File: src/rtl/control_unit_pkg.sv
// Shared opcode, ALU-code, state and strobe-bundle definitions for the control unit.
package control_unit_pkg;

  localparam int unsigned INSTR_W  = 32;
  localparam int unsigned OPCODE_W = 5;
  localparam int unsigned ALU_W    = 5;

  typedef logic [OPCODE_W-1:0] opcode_t;
  typedef logic [ALU_W-1:0]    alu_t;

  localparam opcode_t OP_LD   = 5'b00000;
  localparam opcode_t OP_LDI  = 5'b00001;
  localparam opcode_t OP_ST   = 5'b00010;
  localparam opcode_t OP_ADD  = 5'b00011;  // first R-type
  localparam opcode_t OP_OR   = 5'b01011;  // last R-type
  localparam opcode_t OP_ADDI = 5'b01100;
  localparam opcode_t OP_ANDI = 5'b01101;
  localparam opcode_t OP_ORI  = 5'b01110;
  localparam opcode_t OP_NEG  = 5'b10001;
  localparam opcode_t OP_NOT  = 5'b10010;
  localparam opcode_t OP_BR   = 5'b10011;
  localparam opcode_t OP_JR   = 5'b10100;
  localparam opcode_t OP_JAL  = 5'b10101;
  localparam opcode_t OP_IN   = 5'b10110;
  localparam opcode_t OP_OUT  = 5'b10111;
  localparam opcode_t OP_HALT = 5'b11011;

  localparam alu_t ALU_ADD = 5'b00011;
  localparam alu_t ALU_AND = 5'b01010;
  localparam alu_t ALU_OR  = 5'b01011;

  typedef enum logic [3:0] {
    FETCH0, FETCH1, FETCH2, EX3, EX4, EX5, EX6, EX7, HALT
  } state_t;

  // One bit per strobe, plus the ALU operation code.
  typedef struct packed {
    logic pc_out;
    logic zlo_out;
    logic zhi_out;
    logic mdr_out;
    logic c_out;
    logic r_out;
    logic ba_out;
    logic zmux_out;
    logic port_in_out;
    logic mar_in;
    logic pc_in;
    logic mdr_in;
    logic ir_in;
    logic y_in;
    logic zlo_in;
    logic r_in;
    logic r15_in;
    logic con_in;
    logic inc_pc;
    logic read;
    logic write;
    logic ram_enable;
    logic gra;
    logic grb;
    logic grc;
    logic zmux_enable;
    logic zselect;
    logic out_port_enable;
    alu_t alu_control;
  } ctrl_t;

  // Final execute step of each instruction; the FSM returns to FETCH0 after it.
  function automatic state_t last_step(input opcode_t op);
    if (op == OP_LD || op == OP_ST)
      last_step = EX7;
    else if (op == OP_BR)
      last_step = EX6;
    else if (op == OP_LDI || op inside {[OP_ADD:OP_OR], [OP_ADDI:OP_ORI]})
      last_step = EX5;
    else if (op == OP_NEG || op == OP_NOT || op == OP_JAL)
      last_step = EX4;
    else
      last_step = EX3;
  endfunction

endpackage

File: src/rtl/control_unit_if.sv
// Control-unit <-> datapath bundle: instruction/condition in, strobes out.
interface control_unit_if;
  import control_unit_pkg::*;

  logic [INSTR_W-1:0] IR;
  logic               CON_FF;

  logic PCout, ZLOout, ZHIout, MDRout, Cout, Rout, BAout, ZMuxOut, PortInout;
  logic MARin, PCin, MDRin, IRin, Yin, ZLOin, Rin, R15in, conin;
  logic IncPC, read, write, RAMenable, Gra, Grb, Grc, ZMuxEnable, ZSelect, OutPortenable;
  logic [ALU_W-1:0] aluControl;
  logic run;

  modport master (
    input  IR, CON_FF,
    output PCout, ZLOout, ZHIout, MDRout, Cout, Rout, BAout, ZMuxOut, PortInout,
    output MARin, PCin, MDRin, IRin, Yin, ZLOin, Rin, R15in, conin,
    output IncPC, read, write, RAMenable, Gra, Grb, Grc, ZMuxEnable, ZSelect, OutPortenable,
    output aluControl, run
  );

  modport slave (
    output IR, CON_FF,
    input  PCout, ZLOout, ZHIout, MDRout, Cout, Rout, BAout, ZMuxOut, PortInout,
    input  MARin, PCin, MDRin, IRin, Yin, ZLOin, Rin, R15in, conin,
    input  IncPC, read, write, RAMenable, Gra, Grb, Grc, ZMuxEnable, ZSelect, OutPortenable,
    input  aluControl, run
  );
endinterface

File: src/rtl/control_unit.sv
// Moore control FSM: fetch, then opcode-specific execute steps, with a halt sink.
module control_unit
  import control_unit_pkg::*;
(
  input logic             clock,
  input logic             clear,
  control_unit_if.master  bus
);

  state_t  state, state_nx;
  logic    active;   // low from reset until the first edge, holding FETCH0 strobes off
  opcode_t op;
  ctrl_t   c;
  logic    is_addr, is_mem, is_rtype, is_imm, is_unary;

  assign op       = bus.IR[INSTR_W-1 -: OPCODE_W];
  assign is_mem   = (op == OP_LD) || (op == OP_ST);
  assign is_addr  = is_mem || (op == OP_LDI);
  assign is_rtype = op inside {[OP_ADD:OP_OR]};
  assign is_imm   = op inside {[OP_ADDI:OP_ORI]};
  assign is_unary = (op == OP_NEG) || (op == OP_NOT);

  // State register; the first edge after reset only arms the outputs.
  always_ff @(posedge clock or negedge clear) begin
    if (!clear) begin
      state  <= FETCH0;
      active <= 1'b0;
    end else begin
      active <= 1'b1;
      if (active) state <= state_nx;
    end
  end

  // Next-state sequencing.
  always_comb begin
    state_nx = state;
    case (state)
      FETCH0: state_nx = FETCH1;
      FETCH1: state_nx = FETCH2;
      FETCH2: state_nx = EX3;
      EX3:    state_nx = (op == OP_HALT) ? HALT :
                         (last_step(op) == EX3) ? FETCH0 : EX4;
      EX4:    state_nx = (last_step(op) == EX4) ? FETCH0 : EX5;
      EX5:    state_nx = (last_step(op) == EX5) ? FETCH0 : EX6;
      EX6:    state_nx = (last_step(op) == EX6) ? FETCH0 : EX7;
      EX7:    state_nx = FETCH0;
      HALT:   state_nx = HALT;
      default: state_nx = FETCH0;
    endcase
  end

  // Output decoder keyed on (state, opcode); everything idle while in reset.
  always_comb begin
    c = '0;
    if (active) begin
      case (state)
        FETCH0: begin c.pc_out = 1'b1; c.mar_in = 1'b1; c.inc_pc = 1'b1; end
        FETCH1: begin c.read = 1'b1; c.ram_enable = 1'b1; c.mdr_in = 1'b1; end
        FETCH2: begin c.mdr_out = 1'b1; c.ir_in = 1'b1; end
        EX3: begin
          if (is_addr) begin
            c.grb = 1'b1; c.ba_out = 1'b1; c.y_in = 1'b1;
          end else if (is_rtype || is_imm) begin
            c.grb = 1'b1; c.r_out = 1'b1; c.y_in = 1'b1;
          end else if (is_unary) begin
            c.grb = 1'b1; c.r_out = 1'b1; c.alu_control = op; c.zlo_in = 1'b1;
          end else if (op == OP_BR) begin
            c.gra = 1'b1; c.r_out = 1'b1; c.con_in = 1'b1;
          end else if (op == OP_JR) begin
            c.gra = 1'b1; c.r_out = 1'b1; c.pc_in = 1'b1;
          end else if (op == OP_JAL) begin
            c.pc_out = 1'b1; c.r15_in = 1'b1;
          end else if (op == OP_IN) begin
            c.port_in_out = 1'b1; c.gra = 1'b1; c.r_in = 1'b1;
          end else if (op == OP_OUT) begin
            c.gra = 1'b1; c.r_out = 1'b1; c.out_port_enable = 1'b1;
          end
        end
        EX4: begin
          if (is_addr) begin
            c.c_out = 1'b1; c.alu_control = ALU_ADD; c.zlo_in = 1'b1;
          end else if (is_rtype) begin
            c.grc = 1'b1; c.r_out = 1'b1; c.alu_control = op; c.zlo_in = 1'b1;
          end else if (is_imm) begin
            c.c_out  = 1'b1; c.zlo_in = 1'b1;
            c.alu_control = (op == OP_ADDI) ? ALU_ADD : (op == OP_ANDI) ? ALU_AND : ALU_OR;
          end else if (is_unary) begin
            c.zmux_enable = 1'b1; c.zmux_out = 1'b1; c.gra = 1'b1; c.r_in = 1'b1;
          end else if (op == OP_BR) begin
            c.pc_out = 1'b1; c.y_in = 1'b1;
          end else if (op == OP_JAL) begin
            c.gra = 1'b1; c.r_out = 1'b1; c.pc_in = 1'b1;
          end
        end
        EX5: begin
          if (is_mem) begin
            c.zmux_enable = 1'b1; c.zmux_out = 1'b1; c.mar_in = 1'b1;
          end else if (op == OP_LDI || is_rtype || is_imm) begin
            c.zmux_enable = 1'b1; c.zmux_out = 1'b1; c.gra = 1'b1; c.r_in = 1'b1;
          end else if (op == OP_BR) begin
            c.c_out = 1'b1; c.alu_control = ALU_ADD; c.zlo_in = 1'b1;
          end
        end
        EX6: begin
          if (op == OP_ST) begin
            c.gra = 1'b1; c.r_out = 1'b1; c.mdr_in = 1'b1;
          end else if (op == OP_LD) begin
            c.read = 1'b1; c.ram_enable = 1'b1; c.mdr_in = 1'b1;
          end else if (op == OP_BR) begin
            c.zmux_enable = 1'b1; c.zmux_out = 1'b1; c.pc_in = bus.CON_FF;
          end
        end
        EX7: begin
          if (op == OP_ST) begin
            c.write = 1'b1; c.ram_enable = 1'b1;
          end else if (op == OP_LD) begin
            c.mdr_out = 1'b1; c.gra = 1'b1; c.r_in = 1'b1;
          end
        end
        default: c = '0;
      endcase
    end
  end

  // Drive the bundle from the decoded strobes.
  assign bus.PCout         = c.pc_out;
  assign bus.ZLOout        = c.zlo_out;
  assign bus.ZHIout        = c.zhi_out;
  assign bus.MDRout        = c.mdr_out;
  assign bus.Cout          = c.c_out;
  assign bus.Rout          = c.r_out;
  assign bus.BAout         = c.ba_out;
  assign bus.ZMuxOut       = c.zmux_out;
  assign bus.PortInout     = c.port_in_out;
  assign bus.MARin         = c.mar_in;
  assign bus.PCin          = c.pc_in;
  assign bus.MDRin         = c.mdr_in;
  assign bus.IRin          = c.ir_in;
  assign bus.Yin           = c.y_in;
  assign bus.ZLOin         = c.zlo_in;
  assign bus.Rin           = c.r_in;
  assign bus.R15in         = c.r15_in;
  assign bus.conin         = c.con_in;
  assign bus.IncPC         = c.inc_pc;
  assign bus.read          = c.read;
  assign bus.write         = c.write;
  assign bus.RAMenable     = c.ram_enable;
  assign bus.Gra           = c.gra;
  assign bus.Grb           = c.grb;
  assign bus.Grc           = c.grc;
  assign bus.ZMuxEnable    = c.zmux_enable;
  assign bus.ZSelect       = c.zselect;
  assign bus.OutPortenable = c.out_port_enable;
  assign bus.aluControl    = c.alu_control;
  assign bus.run           = active && (state != HALT);

endmodule

File: src/flat_wrapper.sv
// flat-port wrapper written by rule: the top's interface ports become plain ports
module control_unit_flat import control_unit_pkg::*;
  (clock, clear, bus_IR, bus_CON_FF, bus_PCout, bus_ZLOout, bus_ZHIout, bus_MDRout, bus_Cout, bus_Rout, bus_BAout, bus_ZMuxOut, bus_PortInout, bus_MARin, bus_PCin, bus_MDRin, bus_IRin, bus_Yin, bus_ZLOin, bus_Rin, bus_R15in, bus_conin, bus_IncPC, bus_read, bus_write, bus_RAMenable, bus_Gra, bus_Grb, bus_Grc, bus_ZMuxEnable, bus_ZSelect, bus_OutPortenable, bus_aluControl, bus_run);
  control_unit_if bus_i ();
  input logic clock;
  input logic clear;
  input wire logic [$bits(bus_i.IR)-1:0] bus_IR;
  input wire logic [$bits(bus_i.CON_FF)-1:0] bus_CON_FF;
  output wire logic [$bits(bus_i.PCout)-1:0] bus_PCout;
  output wire logic [$bits(bus_i.ZLOout)-1:0] bus_ZLOout;
  output wire logic [$bits(bus_i.ZHIout)-1:0] bus_ZHIout;
  output wire logic [$bits(bus_i.MDRout)-1:0] bus_MDRout;
  output wire logic [$bits(bus_i.Cout)-1:0] bus_Cout;
  output wire logic [$bits(bus_i.Rout)-1:0] bus_Rout;
  output wire logic [$bits(bus_i.BAout)-1:0] bus_BAout;
  output wire logic [$bits(bus_i.ZMuxOut)-1:0] bus_ZMuxOut;
  output wire logic [$bits(bus_i.PortInout)-1:0] bus_PortInout;
  output wire logic [$bits(bus_i.MARin)-1:0] bus_MARin;
  output wire logic [$bits(bus_i.PCin)-1:0] bus_PCin;
  output wire logic [$bits(bus_i.MDRin)-1:0] bus_MDRin;
  output wire logic [$bits(bus_i.IRin)-1:0] bus_IRin;
  output wire logic [$bits(bus_i.Yin)-1:0] bus_Yin;
  output wire logic [$bits(bus_i.ZLOin)-1:0] bus_ZLOin;
  output wire logic [$bits(bus_i.Rin)-1:0] bus_Rin;
  output wire logic [$bits(bus_i.R15in)-1:0] bus_R15in;
  output wire logic [$bits(bus_i.conin)-1:0] bus_conin;
  output wire logic [$bits(bus_i.IncPC)-1:0] bus_IncPC;
  output wire logic [$bits(bus_i.read)-1:0] bus_read;
  output wire logic [$bits(bus_i.write)-1:0] bus_write;
  output wire logic [$bits(bus_i.RAMenable)-1:0] bus_RAMenable;
  output wire logic [$bits(bus_i.Gra)-1:0] bus_Gra;
  output wire logic [$bits(bus_i.Grb)-1:0] bus_Grb;
  output wire logic [$bits(bus_i.Grc)-1:0] bus_Grc;
  output wire logic [$bits(bus_i.ZMuxEnable)-1:0] bus_ZMuxEnable;
  output wire logic [$bits(bus_i.ZSelect)-1:0] bus_ZSelect;
  output wire logic [$bits(bus_i.OutPortenable)-1:0] bus_OutPortenable;
  output wire logic [$bits(bus_i.aluControl)-1:0] bus_aluControl;
  output wire logic [$bits(bus_i.run)-1:0] bus_run;
  assign bus_i.IR = bus_IR;
  assign bus_i.CON_FF = bus_CON_FF;
  assign bus_PCout = bus_i.PCout;
  assign bus_ZLOout = bus_i.ZLOout;
  assign bus_ZHIout = bus_i.ZHIout;
  assign bus_MDRout = bus_i.MDRout;
  assign bus_Cout = bus_i.Cout;
  assign bus_Rout = bus_i.Rout;
  assign bus_BAout = bus_i.BAout;
  assign bus_ZMuxOut = bus_i.ZMuxOut;
  assign bus_PortInout = bus_i.PortInout;
  assign bus_MARin = bus_i.MARin;
  assign bus_PCin = bus_i.PCin;
  assign bus_MDRin = bus_i.MDRin;
  assign bus_IRin = bus_i.IRin;
  assign bus_Yin = bus_i.Yin;
  assign bus_ZLOin = bus_i.ZLOin;
  assign bus_Rin = bus_i.Rin;
  assign bus_R15in = bus_i.R15in;
  assign bus_conin = bus_i.conin;
  assign bus_IncPC = bus_i.IncPC;
  assign bus_read = bus_i.read;
  assign bus_write = bus_i.write;
  assign bus_RAMenable = bus_i.RAMenable;
  assign bus_Gra = bus_i.Gra;
  assign bus_Grb = bus_i.Grb;
  assign bus_Grc = bus_i.Grc;
  assign bus_ZMuxEnable = bus_i.ZMuxEnable;
  assign bus_ZSelect = bus_i.ZSelect;
  assign bus_OutPortenable = bus_i.OutPortenable;
  assign bus_aluControl = bus_i.aluControl;
  assign bus_run = bus_i.run;
  control_unit u_core (.clock(clock), .clear(clear), .bus(bus_i));
endmodule
File: config.mk
export PLATFORM = sky130hd
export DESIGN_NAME = control_unit_flat
export DESIGN_NICKNAME = d
export VERILOG_FILES = /design/src/rtl/control_unit_pkg.sv /design/src/rtl/control_unit_if.sv /design/src/rtl/control_unit.sv /design/src/flat_wrapper.sv
export SDC_FILE = /design/constraint.sdc
export NUM_CORES = 1
export LEC_CHECK = 0
export ABC_CLOCK_PERIOD_IN_PS = 2700
export BUFFER_PORTS_ARGS = -buffer_cell sky130_fd_sc_hd__buf_2
export CAP_MARGIN = 10
export CORE_UTILIZATION = 48
export DETAILED_ROUTE_END_ITERATION = 16
export PLACE_DENSITY = 0.9
export SLEW_MARGIN = 30
export SYNTH_ARGS = -nofsm -noshare
export SYNTH_HDL_FRONTEND = slang
export SYNTH_SLANG_ARGS = --single-unit
File: constraint.sdc
create_clock -name clock -period 2.7 [get_ports clock]
set_input_delay 0 -clock clock [delete_from_list [all_inputs] [get_ports clock]]
set_output_delay 0 -clock clock [all_outputs]
set_load 0.1 [all_outputs]
==> flow_results.org, run 1 <==
** Die
- In this run the standard cell core region covers 2318 um^2.
- Die area :: 2769 um^2
- Placement Rows :: 17
- From bottom edge to top edge, the die measures 52.62 um.
- The initial utilization of the core area, before any placement, comes to 53.05%.
- The floorplan step set the die width to 52.62 um.
- 69 I/O pins were placed.

** Final layout
- Diodes inserted :: 0
- Count of fill cells added during filler insertion :: 198
- In the final layout, the share of cells above drive strength 1 is 31.90%.
- From synthesis to final layout, the design area changed by 26.04%.
- Area of combinational cells with multiple inputs :: 1047 um^2
- Measured on the finished design, the core utilization comes to 66.86%.
- At the end of the flow, the number of nets in the layout was 246.
- Flip-flop and latch area :: 125.1 um^2

** Run status
- The run finished with clean final reports.

** Drt
- In the final routing, the length of wire on met1 measures 1.577 mm.
- Vias per Instance :: 6.672
- Wire segments on met2 add up to 1.683 mm in the final route.
- Met3 wire length :: 398 um
- The detailed router placed 1,588 vias in this run.
- In the final routed layout, each cell accounts on average for 15.70 um.
- The highest layer touched by signal routing is met4.
- Initial detailed-routing violation count :: 74
- In the routed design, unresolved DRC markers number 0.
- Wirelength, routed :: 3.736 mm
- Once detail routing completed, the nets flagged for antenna violations numbered 0.
- The pre-antenna-repair detailed-routing pass consisted of 5 iterations.

** Timing
- At the pin with the least slew margin, the transition time is 0.7147 ns.
- Shortest period the worst path allows :: 2.529 ns
- Worst Skew :: 0.003635 ns
- Setup violations remaining at the end of the flow were counted as 0.
- Max-Slew Margin vs Limit :: 52.03%
- Setup repair after global routing left no endpoint under its margin.
- The worst path uses 93.68% of the clock period.
- Hold is met by 0.1046 ns.
- The number of hold violations in the final report was 0.
- Max Freq :: 395.4 MHz
- After layout, the worst setup slack is 0.1707 ns.
- Max Transition Viols Final :: 0

** Clocking
- The root buffer cell chosen for the clock tree is sky130_fd_sc_hd__clkbuf_4.
- TritonCTS created 3 clock buffers.
- TritonCTS built the clock tree.
- Number of setup buffers added after CTS :: 0
- CTS built an H-tree with a depth of 1.
- The clock passes through at most 2 buffers.
- Clk sink count :: 5
- Clock-pin slew was measured on the worst setup and hold paths at 0.04 ns.
- The later pin in the worst-skew pair is clocked with a latency of 0.24 ns.

** Logic synthesis
- For this run, the number of Yosys warnings is 0.
- The share of the Yosys chip area taken by registers is 10.17%.
- Synth top area share :: 10.17%
- Count of unique library cells instantiated by Yosys :: 55
- Biggest area consumer among synthesized cells :: sky130_fd_sc_hd__dfrtp_1
- For this run, the leading register cell type out of synthesis is sky130_fd_sc_hd__dfrtp_1.
- Cell area after synthesis :: 1230 um^2
- The cell count after synthesis came out at 182.
- In the synthesized netlist the async set-or-reset flop fraction comes to 100.0%.
- Flop and latch count out of synthesis :: 5
- Average cell area after synthesis :: 6.758 um^2
- In this run, synthesis inferred 0 flip-flops with an integrated enable.
- Synth top area cells :: sky130_fd_sc_hd__dfrtp_1 10%, sky130_fd_sc_hd__a21oi_1 6.5%, sky130_fd_sc_hd__nor4_1 4.6%

** Power and ir drop
- For this design the static power due to leakage is 0.0006576 uW.
- For this design the ratio of total power to cell area is 613.4 nW/um^2.
- Peak supply drop :: 0.0005051 V

** Run
- Across the run, the number of max-cap violations was 0.

** Placement
- After legalization and detailed placement, the total HPWL measured 2.624 mm.
- Dpl ws :: 0.4754 ns
- In this run the tool buffered the top-level ports with 38 buffer cells.
- Routability congestion estimate :: 0.8925

** Critical path
- For the worst flop-to-flop path, the logic depth is 3.
- The endpoint identified for the worst register-to-register timing path is u_core.state[3].
- Endpoint arrival time on the critical path :: 2.53 ns
- Required arrival time at the worst endpoint :: 2.70 ns
- Largest fanout of any net on the critical path :: 16
- R2R setup slack :: 0.80 ns
- The startpoint identified for the worst register-to-register timing path is u_core.state[3].
- The critical path is of the flip-flop to primary output type.
- Startpoint class of the critical path :: flip-flop
- Crit. End Element :: primary output

** Global routing
- Number of antenna violations at the first check in global routing :: 0
- Total congestion overflow :: 0
- The number of global-route vias before repair came to 1,354.
- Gr usage total :: 29.77%
- First-pass GRT wire length :: 6.258 mm
- Pin count of the biggest net entering global routing :: 27

** Min path
- The tightest min-delay check is of the primary input to async pin type.
[where the power goes]
group,leakage (uW),internal [uW],switching (uW)
Sequential,0.0000620,92.1,25.6
Combinational,0.000581,183,564
Clock,0.0000150,55.9,31.0
Total,0.000658,331,620
[synth_stat cells, types with 2 or more instances]
cell type and number:
sky130_fd_sc_hd__dfrtp_1 5, sky130_fd_sc_hd__nand4_1 2, sky130_fd_sc_hd__mux2i_1 5, sky130_fd_sc_hd__nand2_1 10
sky130_fd_sc_hd__conb_1 2, sky130_fd_sc_hd__nor3_1 10, sky130_fd_sc_hd__a31oi_1 3, sky130_fd_sc_hd__nor3_2 2
sky130_fd_sc_hd__and3_1 4, sky130_fd_sc_hd__inv_1 5, sky130_fd_sc_hd__a211oi_1 4, sky130_fd_sc_hd__buf_6 2
sky130_fd_sc_hd__and2_1 5, sky130_fd_sc_hd__a21o_1 4, sky130_fd_sc_hd__clkbuf_1 10, sky130_fd_sc_hd__o21ai_0 10
sky130_fd_sc_hd__o22ai_1 3, sky130_fd_sc_hd__nor2_1 10, sky130_fd_sc_hd__a22oi_1 3, sky130_fd_sc_hd__buf_2 7
sky130_fd_sc_hd__nand4bb_1 3, sky130_fd_sc_hd__a21oi_1 16, sky130_fd_sc_hd__nor2b_1 5, sky130_fd_sc_hd__nand2b_1 3
sky130_fd_sc_hd__nor4_1 9, sky130_fd_sc_hd__or3_1 5, sky130_fd_sc_hd__nand3_1 3, sky130_fd_sc_hd__buf_4 4
sky130_fd_sc_hd__a211o_1 2
[cell type report]
cell class,instances,area share (%)
clock buffers,4,1.695
inverters,5,1.211
multi-input cells,150,67.55
flip-flops and latches,5,8.071
well taps,28,2.260
repair buffers,46,19.21
[routing by layer]
metal | global-route usage (%) | vias to the layer above
met5 | 0 | -
met2 | 46.20 | 118
met3 | 5.797 | 14
met4 | 9.649 | 0
li1 | - | 739
met1 | 40.55 | 717
[worst max path at each step]
| stage | from | to |
|---|---|---|
| 2_1_floorplan | u_core.state[0] | bus_PCout |
| 3_3_place_gp | u_core.state[3] | bus_Rin |
| 3_5_place_dp | u_core.state[3] | bus_Rin |
| 4_1_cts | u_core.state[3] | bus_Rin |
| 5_1_grt | u_core.state[3] | bus_PCout |
| 6_report | u_core.state[3] | bus_Rin |
[critical path, stage by stage, from the launching register on]
cell                       delay, ns
sky130_fd_sc_hd__dfrtp_1        0.56
sky130_fd_sc_hd__or4b_4         0.63
sky130_fd_sc_hd__or3_1          0.41
sky130_fd_sc_hd__a211oi_4       0.22
sky130_fd_sc_hd__buf_2          0.46
[cells in the final DEF, fill, tap and decap left out, drive strengths merged, types with 2 or more instances in the layout]
master	count
a31oi	3
a211oi	5
and3	4
or3	5
o22ai	3
mux2i	5
a22oi	3
nor4	9
nor2b	5
nand4	2
nor2	10
buf	45
a21oi	16
nand3	3
o21ai	11
nand2b	3
inv	5
nor3	12
dfrtp	5
a211o	2
conb	4
clkbuf	4
a21o	4
nand4bb	3
and2	5
nand2	10
[per-stage QoR]
step / std cells / power [uW] / area [um^2] / TNS, ns
after floorplan: 184 / 733.7 / 1320 / -1.600
after global placement: 233 / 831.0 / 1514 / 0
after detailed placement: 233 / 842.1 / 1514 / 0
after CTS: 238 / 933.3 / 1550 / 0
after global routing: 238 / 1006 / 1550 / 0
final: 238 / 950.9 / 1550 / 0
[what timing repair did]
item / in CTS / in global routing
hold buffers: 1 / 0
endpoints found under the hold margin: 5 / 0
resized for setup: 0 / 0
[registers in the layout (all words and copies together) (netlist names)]
signal and cells:
u_core.active 1, u_core.state 4
[kinds of logic (layout without fill, tap and decap cells)]
| kind of cell | Yosys count | after routing | synth area share (%) |
|---|---|---|---|
| simple gates | 81 | 81 | 40.90 |
| compound gates | 58 | 58 | 30.83 |
| buf+inv | 29 | 55 | 12.00 |
| mux | 5 | 5 | 4.069 |
| flops | 5 | 5 | 10.17 |
| other cells | 2 | 4 | 0.6106 |
| xor+xnor | 2 | 2 | 1.424 |
(Power assumes the default switching activity.)
==> run 2: changes to the inputs <==
--- a/config.mk
+++ b/config.mk
@@ -10,7 +10,7 @@
 export CAP_MARGIN = 10
 export CORE_UTILIZATION = 48
 export DETAILED_ROUTE_END_ITERATION = 16
-export PLACE_DENSITY = 0.9
+export PLACE_DENSITY_LB_ADDON = 0.05
 export SLEW_MARGIN = 30
 export SYNTH_ARGS = -nofsm -noshare
 export SYNTH_HDL_FRONTEND = slang
==> run 2 against run 1 <==
Clock-buffer cell count is the same; design area fell by 2.9%; sequential share of layout area grew 0.24 points; largest cell class unchanged; fmax up 0.25%; critical endpoint unchanged; clock power grew 9.9%; worst hold slack got worse by 0.027 ns; register-to-register slack improved by 0.14 ns; sequential power up 19%; worst setup slack gained 0.0064 ns; core utilization shrank 1.9 points.
==> flow_results.org, run 2 (synthesized netlist as in run 1, its figures left out) <==
** Drt
- The number of detailed-routing iterations run before antenna repair came to 4 (was 5).
- Wirelength, routed :: 3.778 mm (was 3.736 mm)
- DR DRC count :: 0 (unchanged)
- Via total after detailed routing :: 1,512 (was 1,588)
- The post-detailed-route via-to-cell ratio was 6.353 (was 6.672).
- Routed WL per cell :: 15.87 um (was 15.70 um)
- Remaining antenna violation count :: 0 (unchanged)
- The number of DRC markers in iteration 0 is 46 (was 74).

** Timing
- Shortest period the worst path allows :: 2.523 ns (was 2.529 ns)
- The number of setup violations in the final report was 0 (unchanged).
- The achievable clock frequency is 396.4 MHz (was 395.4 MHz).
- Worst Skew :: 0.001933 ns (was 0.003635 ns)
- Setup repair after global routing missed its margin: false (unchanged).
- Setup TNS :: 0 ns (unchanged)
- Hold_ws :: 0.07724 ns (was 0.1046 ns)
- The number of hold violations in the final report is 0 (unchanged).
- The total count of max-transition violations in the final report came to 0 (unchanged).
- The remaining max-slew budget at the tightest pin came to 53.86% (was 52.03%).
- Period utilisation layout :: 93.44% (was 93.68%)
- Transition time at the pin with the least slew margin :: 0.6875 ns (was 0.7147 ns)

** Placement
- The post-place instance area came to 1469 um^2 (was 1514 um^2).
- Number of buffers added on ports :: 38 (unchanged)
- Placed cell count :: 233 (unchanged)
- Routability congestion estimate :: 0.8850 (was 0.8925)
- Total half-perimeter wirelength after legalization and detailed placement :: 2.730 mm (was 2.624 mm)

** Final layout
- Most used cells in the layout excluding fill and tap cells: 38 x sky130_fd_sc_hd__buf_2, 10 x sky130_fd_sc_hd__nor2_1, 10 x sky130_fd_sc_hd__nand2_1, 10 x sky130_fd_sc_hd__a21oi_1, 9 x sky130_fd_sc_hd__o21ai_0 (was 35 x sky130_fd_sc_hd__buf_2, 10 x sky130_fd_sc_hd__nor2_1, 10 x sky130_fd_sc_hd__nand2_1, 10 x sky130_fd_sc_hd__a21oi_1, 9 x sky130_fd_sc_hd__o21ai_0).
- Flip-flop count of the largest register after layout :: 4 (unchanged)
- Final std cell area, no fill :: 1505 um^2 (was 1550 um^2)
- Area overhead of the layout relative to synthesis :: 22.38% (was 26.04%)
- Diodes inserted :: 0 (unchanged)
- # nets final :: 246 (unchanged)
- The core occupancy in the finished layout was 64.92% (was 66.86%).
- Top reg by flops :: u_core.state (unchanged)
- Most frequent standard cell in the layout excluding fill and tap cells :: sky130_fd_sc_hd__buf_2 (unchanged)
- The post-layout instance count excluding filler cells is 238 (unchanged).
- Largest registers :: u_core.state: 4 flops, u_core.active: 1 flops (unchanged)
- The share of final-layout standard cells stronger than drive strength 1 is 31.90% (unchanged).

** Critical path
- The top fanout value on the critical path is 14 (was 16).
- Class of the most critical setup path :: flip-flop to primary output (unchanged)
- Number of cell instances on the worst register-to-register path :: 4 (was 3)
- The cell at the slowest stage of the critical path is sky130_fd_sc_hd__or4b_4 (unchanged).
- The arrival time of the worst setup path came to 2.52 ns (was 2.53 ns).
- The dominant delay contributor by cell family on the critical path is simple AND/OR/NAND/NOR gates (unchanged).
- The largest incremental delay on the critical path came to 0.66 ns (was 0.63 ns).
- The kind of start point of the critical path is a flip-flop (unchanged).
- The critical path endpoint category is a primary output (unchanged).
- Ordered cell list for the critical path: or4b_4 -> or3_1 -> a211oi_4 -> buf_2 (unchanged).
- The required time at the worst-slack endpoint was 2.70 ns (about the same).
- The path length in cells of the critical path was 4 (unchanged).
- The total buffers and inverters traversed by the critical path came to 1 (unchanged).

** Die
- The die footprint was 2769 um^2 (unchanged).
- Initial standard-cell utilization of the core :: 53.05% (unchanged)
- The die outline width was 52.62 um (unchanged).
- Boundary pin count :: 69 (unchanged)
- The placeable core area is 2318 um^2 (unchanged).
- The number of placement rows was 17 (unchanged).
- The height of the die is 52.62 um (unchanged).

** Clocking
- The register clock-pin slew on the reported worst setup and hold paths is 0.05 ns (was 0.04 ns).
- The CTS root buffer is sky130_fd_sc_hd__clkbuf_4 (unchanged).
- The clock latency of the later-clocked register in the worst-skew pair is 0.26 ns (was 0.24 ns).
- The count of clock tree sinks is 5 (unchanged).
- Number of setup buffers added after CTS :: 0 (unchanged)
- Number of buffers inserted during clock tree synthesis :: 3 (unchanged)
- The clock tree from TritonCTS was done (unchanged).
- Maximum clock insertion buffer count :: 2 (unchanged)
- The deepest level of the CTS H-tree is 1 (unchanged).

** Global routing
- Total congestion overflow :: 0 (unchanged)
- The initial antenna violation count is 0 (unchanged).
- Pin count of the biggest net entering global routing :: 27 (unchanged)
- First-pass GRT wire length :: 6.196 mm (was 6.258 mm)
- Vias in the first global route :: 1,300 (was 1,354)
- The global routing usage summed across all routing layers is 29.81% (was 29.77%).

** Run
- The max-cap violation count was 0 (unchanged).

** Power and ir drop
- Power density over the cells :: 632.8 nW/um^2 (was 613.4 nW/um^2)
- The leakage component of the power came to 0.0006493 uW (was 0.0006576 uW).
- The maximum VDD drop was 0.0007513 V (was 0.0005051 V).

** Run status
- Result of the run :: finished clean (unchanged)

** Min path
- The worst hold path class was primary input to async pin (unchanged).
-- run 2: cell counts in the layout (fill, tap and decap cells not counted) --
Identical to the previous run, type by type.
-- run 2: stage by stage --
step                      setup slack [ns]  power (uW)
after floorplan                    -0.5625       733.7
after global placement              0.4877       837.8
after detailed placement            0.4615       846.2
after CTS                           0.1827       946.1
after global routing               0.01947        1006
final                               0.1771       952.4
-- run 2: worst paths after layout --
kind                                  from               to  slack [ns]
min reg2reg                  u_core.active  u_core.state[1]        0.65
max in group asynchronous            clear  u_core.state[1]        2.49
min in group clock              bus_IR[31]  u_core.state[3]        0.23
max reg2reg                u_core.state[2]  u_core.state[3]        0.94
min                                  clear  u_core.state[3]        0.08
max                        u_core.state[0]          bus_Rin        0.18
-- run 2: repair_timing --
| action | 4_1_cts | 5_1_grt |
|---|---|---|
| hold buffers | 1 | 0 |
| endpoints found under the hold margin | 5 | 0 |
| resized for setup | 0 | 0 |
-- run 2: area by class of cell --
cell class                 count  area [um^2]
sequential                     5        125.1
inverter                       5        18.77
timing repair buffer          46        252.7
multi-input combinational    150         1047
clock buffer                   4        26.28
tap                           28        35.03
fill                         228        813.3
-- run 2: power by group --
part / internal, uW / switching [uW]
logic: 181 / 536
clock network: 56.4 / 39.1
registers: 91.5 / 48.3
total: 329 / 624
-- run 2: layer usage --
metal	vias up	GRT usage, %	part of all wire (%)
met5	-	0	0
met4	0	9.649	1.6
met3	6	4.638	7.2
met2	68	43.67	46
met1	699	43.42	45
li1	739	-	-
